$ cat src/rtl/riscv_muldiv_pkg.sv
// Shared types and op-class decoding for the iterative RV32M/RV64M multiply/divide unit.
package riscv_muldiv_pkg;

    typedef enum logic [2:0] {
        OP_MUL    = 3'b000,
        OP_MULH   = 3'b001,
        OP_MULHSU = 3'b010,
        OP_MULHU  = 3'b011,
        OP_DIV    = 3'b100,
        OP_DIVU   = 3'b101,
        OP_REM    = 3'b110,
        OP_REMU   = 3'b111
    } muldiv_op_t;

    typedef enum logic [1:0] {
        ST_IDLE = 2'd0,
        ST_ITER = 2'd1,
        ST_FIX  = 2'd2,
        ST_DONE = 2'd3
    } muldiv_state_t;

    function automatic logic is_div(input muldiv_op_t op);
        return op inside {OP_DIV, OP_DIVU, OP_REM, OP_REMU};
    endfunction

    function automatic logic is_rem(input muldiv_op_t op);
        return op inside {OP_REM, OP_REMU};
    endfunction

    function automatic logic is_high(input muldiv_op_t op);
        return op inside {OP_MULH, OP_MULHSU, OP_MULHU};
    endfunction

    function automatic logic a_signed(input muldiv_op_t op);
        return op inside {OP_MULH, OP_MULHSU, OP_DIV, OP_REM};
    endfunction

    function automatic logic b_signed(input muldiv_op_t op);
        return op inside {OP_MULH, OP_DIV, OP_REM};
    endfunction

endpackage

$ cat src/rtl/riscv_muldiv_step.sv
// One radix-2 step shared by multiply and divide.
// hi/lo hold {product high, multiplier} for multiply and {remainder, dividend/quotient} for divide.
module muldiv_step
    import riscv_muldiv_pkg::*;
#(
    parameter int unsigned XLEN = 32
) (
    input  logic            div_mode,
    input  logic [XLEN-1:0] hi_in,
    input  logic [XLEN-1:0] lo_in,
    input  logic [XLEN-1:0] operand,
    output logic [XLEN-1:0] hi_out,
    output logic [XLEN-1:0] lo_out
);

    logic [XLEN:0] sum;
    logic [XLEN:0] shifted;
    logic [XLEN:0] diff;

    // Conditional add-and-shift-right for multiply, trial subtract for restoring divide.
    always_comb begin
        sum     = {1'b0, hi_in} + (lo_in[0] ? {1'b0, operand} : '0);
        shifted = {hi_in, lo_in[XLEN-1]};
        diff    = shifted - {1'b0, operand};
        if (div_mode) begin
            // A clear top bit means no borrow: the divisor fits, quotient bit is 1.
            if (!diff[XLEN]) begin
                hi_out = diff[XLEN-1:0];
                lo_out = {lo_in[XLEN-2:0], 1'b1};
            end else begin
                hi_out = shifted[XLEN-1:0];
                lo_out = {lo_in[XLEN-2:0], 1'b0};
            end
        end else begin
            hi_out = sum[XLEN:1];
            lo_out = {sum[0], lo_in[XLEN-1:1]};
        end
    end

endmodule

$ cat src/rtl/riscv_muldiv.sv
// Iterative RV32M/RV64M multiply/divide unit with start/ready/done handshake.
// Fixed latency: accept, N = XLEN/RADIX_BITS iteration cycles, one fix-up cycle, done pulse.
module riscv_muldiv
    import riscv_muldiv_pkg::*;
#(
    parameter int unsigned XLEN       = 32,
    parameter int unsigned RADIX_BITS = 1
) (
    input  logic            clk,
    input  logic            reset,
    input  logic            start,
    input  logic [2:0]      op,
    input  logic [XLEN-1:0] a,
    input  logic [XLEN-1:0] b,
    output logic            ready,
    output logic            done,
    output logic [XLEN-1:0] result
);

    localparam int unsigned N  = XLEN / RADIX_BITS;
    localparam int unsigned CW = $clog2(N + 1);

    muldiv_state_t   state, state_next;
    muldiv_op_t      op_in, op_q;
    logic            accept;
    logic [CW-1:0]   count_q, count_next;
    logic [XLEN-1:0] hi_q, lo_q, operand_q, a_raw_q;
    logic            neg_q, neg_r_q, div_zero_q, ovf_q;
    logic            a_neg, b_neg;
    logic [XLEN-1:0] a_mag, b_mag;
    logic [XLEN-1:0] fix_value;
    logic [2*XLEN-1:0] prod, prod_s;
    logic [XLEN-1:0] quot_s, rem_s;

    logic [XLEN-1:0] hi_chain [RADIX_BITS+1];
    logic [XLEN-1:0] lo_chain [RADIX_BITS+1];

    assign ready      = (state == ST_IDLE) || (state == ST_DONE);
    assign done       = (state == ST_DONE);
    assign accept     = start & ready;
    assign op_in      = muldiv_op_t'(op);
    assign count_next = count_q - CW'(1);

    // Operand magnitudes and sign flags captured on the accept edge.
    always_comb begin
        a_neg = a_signed(op_in) & a[XLEN-1];
        b_neg = b_signed(op_in) & b[XLEN-1];
        a_mag = a_neg ? -a : a;
        b_mag = b_neg ? -b : b;
    end

    // State register.
    always_ff @(posedge clk) begin
        if (!reset) state <= ST_IDLE;
        else        state <= state_next;
    end

    // Next-state logic; DONE can accept a new request directly.
    always_comb begin
        state_next = state;
        case (state)
            ST_IDLE: if (accept) state_next = ST_ITER;
            ST_ITER: if (count_next == '0) state_next = ST_FIX;
            ST_FIX:  state_next = ST_DONE;
            ST_DONE: state_next = accept ? ST_ITER : ST_IDLE;
            default: state_next = ST_IDLE;
        endcase
    end

    assign hi_chain[0] = hi_q;
    assign lo_chain[0] = lo_q;

    for (genvar g = 0; g < RADIX_BITS; g++) begin : g_step
        muldiv_step #(.XLEN(XLEN)) u_step (
            .div_mode (is_div(op_q)),
            .hi_in    (hi_chain[g]),
            .lo_in    (lo_chain[g]),
            .operand  (operand_q),
            .hi_out   (hi_chain[g+1]),
            .lo_out   (lo_chain[g+1])
        );
    end

    // Operand capture on accept, RADIX_BITS steps per ITER cycle.
    always_ff @(posedge clk) begin
        if (!reset) begin
            op_q       <= OP_MUL;
            count_q    <= '0;
            hi_q       <= '0;
            lo_q       <= '0;
            operand_q  <= '0;
            a_raw_q    <= '0;
            neg_q      <= 1'b0;
            neg_r_q    <= 1'b0;
            div_zero_q <= 1'b0;
            ovf_q      <= 1'b0;
        end else if (accept) begin
            op_q       <= op_in;
            count_q    <= CW'(N);
            hi_q       <= '0;
            lo_q       <= a_mag;
            operand_q  <= b_mag;
            a_raw_q    <= a;
            neg_q      <= a_neg ^ b_neg;
            neg_r_q    <= a_neg;
            div_zero_q <= is_div(op_in) && (b == '0);
            ovf_q      <= is_div(op_in) && a_signed(op_in) &&
                          (a == {1'b1, {(XLEN-1){1'b0}}}) && (b == '1);
        end else if (state == ST_ITER) begin
            hi_q    <= hi_chain[RADIX_BITS];
            lo_q    <= lo_chain[RADIX_BITS];
            count_q <= count_next;
        end
    end

    // Sign fix-up and special-case selection evaluated during FIX.
    always_comb begin
        prod      = {hi_q, lo_q};
        prod_s    = neg_q ? -prod : prod;
        quot_s    = neg_q ? -lo_q : lo_q;
        rem_s     = neg_r_q ? -hi_q : hi_q;
        fix_value = '0;
        if (!is_div(op_q)) begin
            fix_value = is_high(op_q) ? prod_s[2*XLEN-1:XLEN] : prod_s[XLEN-1:0];
        end else if (div_zero_q) begin
            fix_value = is_rem(op_q) ? a_raw_q : '1;
        end else if (ovf_q) begin
            fix_value = is_rem(op_q) ? '0 : a_raw_q;
        end else begin
            fix_value = is_rem(op_q) ? rem_s : quot_s;
        end
    end

    // Result register: written only on FIX edges and cleared by reset.
    always_ff @(posedge clk) begin
        if (!reset)               result <= '0;
        else if (state == ST_FIX) result <= fix_value;
    end

endmodule

$ cat config.mk
export PLATFORM = sky130hd
export DESIGN_NAME = riscv_muldiv
export DESIGN_NICKNAME = d
export VERILOG_FILES = /design/src/rtl/riscv_muldiv_pkg.sv /design/src/rtl/riscv_muldiv_step.sv /design/src/rtl/riscv_muldiv.sv
export SDC_FILE = /design/constraint.sdc
export NUM_CORES = 1
export LEC_CHECK = 0
export BUFFER_PORTS_ARGS = -buffer_cell sky130_fd_sc_hd__buf_2
export CAP_MARGIN = 0
export CELL_PAD_IN_SITES_DETAIL_PLACEMENT = 1
export CELL_PAD_IN_SITES_GLOBAL_PLACEMENT = 2
export CORE_ASPECT_RATIO = 0.7
export CORE_MARGIN = 2
export CORE_UTILIZATION = 39
export DETAILED_ROUTE_END_ITERATION = 12
export PLACE_DENSITY = 0.91
export SETUP_SLACK_MARGIN = 0.4
export SLEW_MARGIN = 20
export SYNTH_ARGS = -nofsm -noshare
export SYNTH_HDL_FRONTEND = slang
export SYNTH_SLANG_ARGS = --single-unit
export TNS_END_PERCENT = 5
$ cat constraint.sdc
create_clock -name clk -period 5.5 [get_ports clk]
set_clock_uncertainty 0.2 [all_clocks]
set_input_delay 0.55 -clock clk [delete_from_list [all_inputs] [get_ports clk]]
set_output_delay 0.55 -clock clk [all_outputs]
set_load 0.1 [all_outputs]
==> run summary, run 1 <==
Synth Area in Simple Gates - 0.214
Synth area leader - dfxtp_1
Min Tclk post-route - 4.65 ns
Gr usage total - 0.317
Multi-input logic area - 11100 sq um
Routability cong. - 0.964
Worst Hold Class - input port to flop
Arrival time at the worst endpoint - 4.86 ns
IO Port Bufs - 103
Area contributors post-synth - dfxtp_1 23%, o21ai_0 6.4%, xor2_1 6.2%
Comb pwr share - 0.644
Critical Path Fanout Max - 11
Count leader, synth - nand2_1
CP Capture Type - flop
# Max-Cap Violations - 0
Setup Buffers After CTS - 0
DP HPWL - 51.1 mm
Post-cts repair resize count - 0
Fin. max-slew vios - 0
Largest net degree at the start of global routing - 108
Leak - 6.70 nW
WL/cell - 24.5 microns
Sw Pwr - 5.49 mW
Clock Latency Late Sink - 0.47 ns
Share of layout cells above drive strength 1 - 0.0962
Setup TNS - 0 ns
Mapped Nets - 2329
CTS sink count - 175
Max Freq - 0.215 GHz
Rel. slew slack - 0.221
Dominant synthesized flop cell - dfxtp_1
Clock Tree Buf Depth - 2
Outcome - finished clean
H-tree level count - 4
Die width - 242 microns
Post-synth EDFFs - 0
Via Count - 17195
Die height - 171 microns
Pint - 4.34 mW
Xor and xnor area share after synthesis - 0.112
DRT iter0 DRCs - 1519
Complex-gate fraction of the synthesized area - 0.298
Power Density - 575 nW/um^2
Worst VDD drop - 0.456 mV
Clock power share - 0.136
Sequential share of the synthesized area - 0.226
Final wirelength - 67.0 mm
Worst R2R Setup Slack - 0.85 ns
FF-to-FF End - hi_q[7]$_SDFFE_PP0P_
Post-DRT Antenna Nets - 0
Number of nets in the layout - 2327
Most common library cells after synthesis - 247 x nand2_1, 225 x nor2_1, 198 x o21ai_0, 178 x a21oi_1, 175 x dfxtp_1
Mux contribution to synthesized area - 0.0272
Yosys warns - 0
Kind of critical path - flop to flop
Post-synthesis cell count - 2182
Crit path required time - 5.71 ns
FF-to-FF path depth - 12
Pre-CTS setup slack - 0.654 ns
Synthesized cell area - 15500 sq um
PnR worst setup slack - 0.853 ns
Rows - 61
Clock root buffer - clkbuf_16
Area Overhead vs Synth - 9.99%
Final core utilization - 0.433
GRT overflow - 0
Sequential cell area - 3510 sq um
Fill cells - 5026
Hold Startpoint - a[10]
Synth Area per Inst - 7.11 sq um
Hold buffers post-CTS - 0
DR DRC count - 0
Worst-path clk slew - 0.08 ns
Switching share of power - 0.559
Via density per instance - 6.30
Hold Path Sink - a_raw_q[10]$_SDFFE_PN0P_
Seq cells post-synth - 175
Die area - 41400 sq um
I/O pin count - 104
Final setup vio count - 0
Worst-margin pin slew - 1.17 ns
Initial antenna violation count - 3
RSZ-0062 raised after global routing - no
Adder-Cell Fraction of Synth Area - 0.0630
Largest family of logic cells by synthesized area - compound AO/OA/AOI/OAI gates
WHS - 0.146 ns
Reg-to-Reg Start - hi_q[12]$_SDFFE_PP0P_
CTS buffer count - 17
Min-Delay Path Depth - 3
First-pass GRT wire length - 101 mm
Initial core utilization - 0.393
Core area - 39500 sq um
Final hold violation count - 0
Fin crit share - 0.845
Asr flop ratio synth - 0
Post-synth top area share - 0.226
CTS tree - yes
Flop pwr share - 0.219
Pre-antenna DRT Iters - 5
Startpoint Class - flop
Vias in the first global route - 16562
Distinct cells, synth - 73
==> through the flow <==
stage	std cells	power, mW	instance area [sq um]
3_5_place_dp	2695	8.27	16400
4_1_cts	2727	9.65	17100
5_1_grt	2728	10.4	17100
3_3_place_gp	2695	8.14	16400
2_1_floorplan	2182	6.35	15500
6_report	2729	9.82	17100
==> registers in the layout, indices dropped and copies added (netlist names) <==
name        flops
count_q         6
state           2
ovf_q           1
neg_r_q         1
operand_q      32
neg_q           1
a_raw_q        32
hi_q           32
result         32
op_q            3
lo_q           32
div_zero_q      1
==> layout make-up <==
type,count,area share
inverter,70,0.0155
tap,535,0.0392
multi-input combinational,1766,0.652
timing repair buffer,150,0.0516
antenna,1,0.000147
clock buffer,17,0.0249
clock inverter,15,0.0116
sequential,175,0.206
==> worst max-delay path by stage <==
| stage | start | to | slack [ns] | cells past startpoint |
|---|---|---|---|---|
| 2_1_floorplan | lo_q[18]$_SDFFE_PN0P_ | result[10]$_SDFFE_PN0N_ | 1.86 | 12 |
| 3_3_place_gp | lo_q[31]$_SDFFE_PN0P_ | hi_q[7]$_SDFFE_PP0P_ | 0.96 | 14 |
| 3_5_place_dp | hi_q[12]$_SDFFE_PP0P_ | hi_q[7]$_SDFFE_PP0P_ | 0.65 | 12 |
| 4_1_cts | hi_q[12]$_SDFFE_PP0P_ | hi_q[7]$_SDFFE_PP0P_ | 0.63 | 12 |
| 5_1_grt | lo_q[31]$_SDFFE_PN0P_ | hi_q[7]$_SDFFE_PP0P_ | 0.68 | 14 |
| 6_report | hi_q[12]$_SDFFE_PP0P_ | hi_q[7]$_SDFFE_PP0P_ | 0.85 | 12 |
==> metal layers <==
layer  vias to the layer above  global-route usage  routed length, microns
met5                         -                   0                      13
met4                         2              0.0805                    1400
met3                        98              0.0864                    6180
met2                       713               0.446                   26800
met1                      8468               0.470                   32600
li1                       7914                   -                       -
==> power by group through the flow <==
stage                     clock network, mW  logic, mW  registers (mW)
after global routing                   1.41       6.79            2.19
after CTS                              1.36       6.16            2.13
after global placement                    0       6.00            2.14
final                                  1.34       6.33            2.15
after detailed placement                  0       6.11            2.16
after floorplan                           0       4.00            2.35
==> cells by family after synthesis <==
logic type / count (synthesis)
buf+inv: 241
fa+ha+maj: 77
compound gates: 722
flops: 175
simple gates: 726
xor+xnor: 199
mux: 42
==> cell usage in the layout, fill, tap and decap left out, types with 45 or more instances in the layout <==
cell and instances:
a211oi_1 82, a21oi_1 178, buf_2 103, buf_4 45, dfxtp_1 173, ha_1 74, inv_1 69, nand2_1 246
nand3_1 45, nor2_1 223, o21ai_0 198, xnor2_1 90, xor2_1 109
==> worst max-delay path: stages, from the launching register on <==
cell      delay (ns)
dfxtp_1         0.45
ha_1            0.49
and3_1          0.26
or3b_2          0.46
a211oi_1        0.64
o21a_1          0.21
or2_2           0.12
o211ai_1        0.15
and3_1          0.30
nor2_2          0.62
buf_4           0.28
mux2i_1         0.19
o221a_2         0.20
No activity file was read; power rests on OpenSTA's default activity.
==> run 2: changes to the inputs <==
--- a/config.mk
+++ b/config.mk
@@ -11,9 +11,9 @@
 export CELL_PAD_IN_SITES_GLOBAL_PLACEMENT = 2
 export CORE_ASPECT_RATIO = 0.7
 export CORE_MARGIN = 2
-export CORE_UTILIZATION = 39
+export CORE_UTILIZATION = 32
 export DETAILED_ROUTE_END_ITERATION = 12
-export PLACE_DENSITY = 0.91
+export PLACE_DENSITY = 0.8
 export SETUP_SLACK_MARGIN = 0.4
 export SLEW_MARGIN = 20
 export SYNTH_ARGS = -nofsm -noshare
==> constraint.sdc (replaced) <==
create_clock -name clk -period 3.8 [get_ports clk]
set_clock_uncertainty 0.2 [all_clocks]
set_input_delay 0.38 -clock clk [delete_from_list [all_inputs] [get_ports clk]]
set_output_delay 0.38 -clock clk [all_outputs]
set_load 0.1 [all_outputs]
==> run summary, run 2 (same netlist as run 1, synthesis figures left out) <==
H-tree level count - 4
Most Frequent Cell on Critical Path - or4_4
Die width - 267 microns
FF-to-FF path depth - 11
Die area - 50300 sq um
Worst Hold Class - input port to flop
FF-to-FF End - result[30]$_SDFFE_PN0N_
Reg-to-Reg Start - lo_q[19]$_SDFFE_PN0P_
Power Density - 824 nW/um^2
Clock power share - 0.127
Clock root buffer - clkbuf_16
I/O pin count - 104
Kind of cell adding the most delay to the critical path - simple AND/OR/NAND/NOR gates
Multi-input logic area - 11700 sq um
Via Count - 17968
Crit path required time - 3.95 ns
Largest net degree at the start of global routing - 97
Worst VDD drop - 0.573 mV
Sw Pwr - 8.47 mW
Final core utilization - 0.404
Critical Path Fanout Max - 6
CP Launch Point - lo_q[19]$_SDFFE_PN0P_
CP Capture Type - flop
Clock Tree Buf Depth - 2
Leak - 7.70 nW
First-pass GRT wire length - 111 mm
Critical-path top delay cell - or4_4
Critical-path cell list - or4_4 > or3_4 > or4_4 > or3_1 > buf_4 > o21ai_4 > xnor2_2 > mux2i_1 > o21ai_1 > a21oi_2 > o22ai_1
WL/cell - 24.5 microns
Fill cells - 5930
Outcome - finished clean
DR DRC count - 0
Fin crit share - 0.958
Final hold violation count - 0
PnR worst setup slack - 0.159 ns
Slowest stage delay, CP - 0.53 ns
Kind of critical path - flop to flop
Comb pwr share - 0.684
Share of layout cells above drive strength 1 - 0.197
Fin. max-slew vios - 0
CTS sink count - 175
Final wirelength - 74.2 mm
Pint - 7.47 mW
Initial core utilization - 0.324
Number of nets in the layout - 2511
# Max-Cap Violations - 0
GRT overflow - 0
Worst setup path endpoint - result[30]$_SDFFE_PN0N_
RSZ-0062 raised after global routing - yes
Worst-margin pin slew - 0.888 ns
Vias in the first global route - 17764
Area Overhead vs Synth - 24.6%
Worst R2R Setup Slack - 0.16 ns
CP Depth - 11
Pre-antenna DRT Iters - 5
Pre-CTS setup slack - -0.163 ns
Rel. slew slack - 0.408
Via density per instance - 5.93
N_diodes - 0
DRT iter0 DRCs - 2018
Rows - 67
CP bufs+invs - 1
Sequential cell area - 3530 sq um
Final setup vio count - 0
Post-DRT Antenna Nets - 0
Clock Latency Late Sink - 0.49 ns
Commonest non-fill, non-tap cell in the layout - nand2_1
Flop pwr share - 0.190
CTS tree - yes
Startpoint Class - flop
Routability cong. - 0.982
CTS buffer count - 17
Core area - 47900 sq um
DP HPWL - 55.6 mm
Switching share of power - 0.532
Worst-path clk slew - 0.07 ns
Max Freq - 0.275 GHz
Arrival time at the worst endpoint - 3.79 ns
Commonest non-fill, non-tap cells in the layout - 242 x nand2_1, 221 x nor2_1, 189 x buf_4, 177 x o21ai_0, 170 x a21oi_1
Initial antenna violation count - 3
Gr usage total - 0.291
Die height - 188 microns
IO Port Bufs - 103
Min Tclk post-route - 3.64 ns
==> run 2: cell count changes in the layout (fill, tap and decap cells not counted), moves of 11 or more <==
cell	delta
ha_4	+11
o21ai_0	-21
dfxtp_2	+13
dlygate4sd3_1	+32
inv_2	+11
buf_4	+144
inv_1	-14
o21ai_1	+17
dfxtp_1	-15
ha_1	-17
==> run 2: per-stage QoR <==
step / TNS [ns] / power, mW / hold slack [ns] / cell area, sq um / instances
6_report: 0 / 15.9 / 0.0266 / 19300 / 3031
5_1_grt: 0 / 16.8 / 0.0229 / 19300 / 3031
4_1_cts: 0 / 15.2 / 0.000330 / 18900 / 3014
3_5_place_dp: -0.526 / 12.8 / 0.258 / 17600 / 2943
3_3_place_gp: -0.158 / 12.6 / 0.249 / 17600 / 2943
2_1_floorplan: 0 / 9.24 / 0.232 / 15600 / 2182
==> run 2: power by group through the flow <==
| stage | clock network [mW] | registers, mW | logic [mW] |
|---|---|---|---|
| 2_1_floorplan | 0 | 3.41 | 5.83 |
| 3_3_place_gp | 0 | 2.98 | 9.58 |
| 3_5_place_dp | 0 | 3.00 | 9.79 |
| 4_1_cts | 2.04 | 2.98 | 10.2 |
| 5_1_grt | 2.12 | 3.07 | 11.6 |
| 6_report | 2.02 | 3.02 | 10.9 |
==> run 2: timing repair <==
| item | 4_1_cts | 5_1_grt |
|---|---|---|
| gates resized for setup | 76 | 82 |
| pin swaps | 18 | 30 |
| buffers inserted | 8 | 17 |
| hold buffers | 32 | 0 |
| hold endpoints to repair | 32 | 0 |
| setup endpoints to repair | 62 | 70 |
==> run 2: tightest hold or removal path, cell delays in order <==
cell and delay (ns):
buf_2 0.15, nand2_1 0.07, a21oi_1 0.05
==> run 2: worst min path at each step <==
stage	startpoint	end	cells past startpoint
finish	a[21]	a_raw_q[21]$_SDFFE_PN0P_	3
global route	a[21]	a_raw_q[21]$_SDFFE_PN0P_	3
CTS	a[21]	a_raw_q[21]$_SDFFE_PN0P_	3
detailed placement	a_raw_q[20]$_SDFFE_PN0P_	a_raw_q[20]$_SDFFE_PN0P_	2
global placement	a_raw_q[18]$_SDFFE_PN0P_	a_raw_q[18]$_SDFFE_PN0P_	2
floorplan	operand_q[31]$_SDFFE_PN0P_	operand_q[31]$_SDFFE_PN0P_	2
==> run 2: layout make-up <==
cell class / instances / area share
clock buffers: 23 / 0.0242
multi-input cells: 1766 / 0.603
flip-flops and latches: 175 / 0.183
clock inverters: 8 / 0.00802
well taps: 655 / 0.0424
inverters: 70 / 0.0140
repair buffers: 334 / 0.125
==> run 2: per-layer routing <==
metal | share of wire | GRT usage | vias up
li1 | - | - | 8254
met1 | 0.48 | 0.429 | 8862
met2 | 0.39 | 0.393 | 756
met3 | 0.10 | 0.0981 | 90
met4 | 0.021 | 0.0825 | 6
met5 | 0.00046 | 0 | -
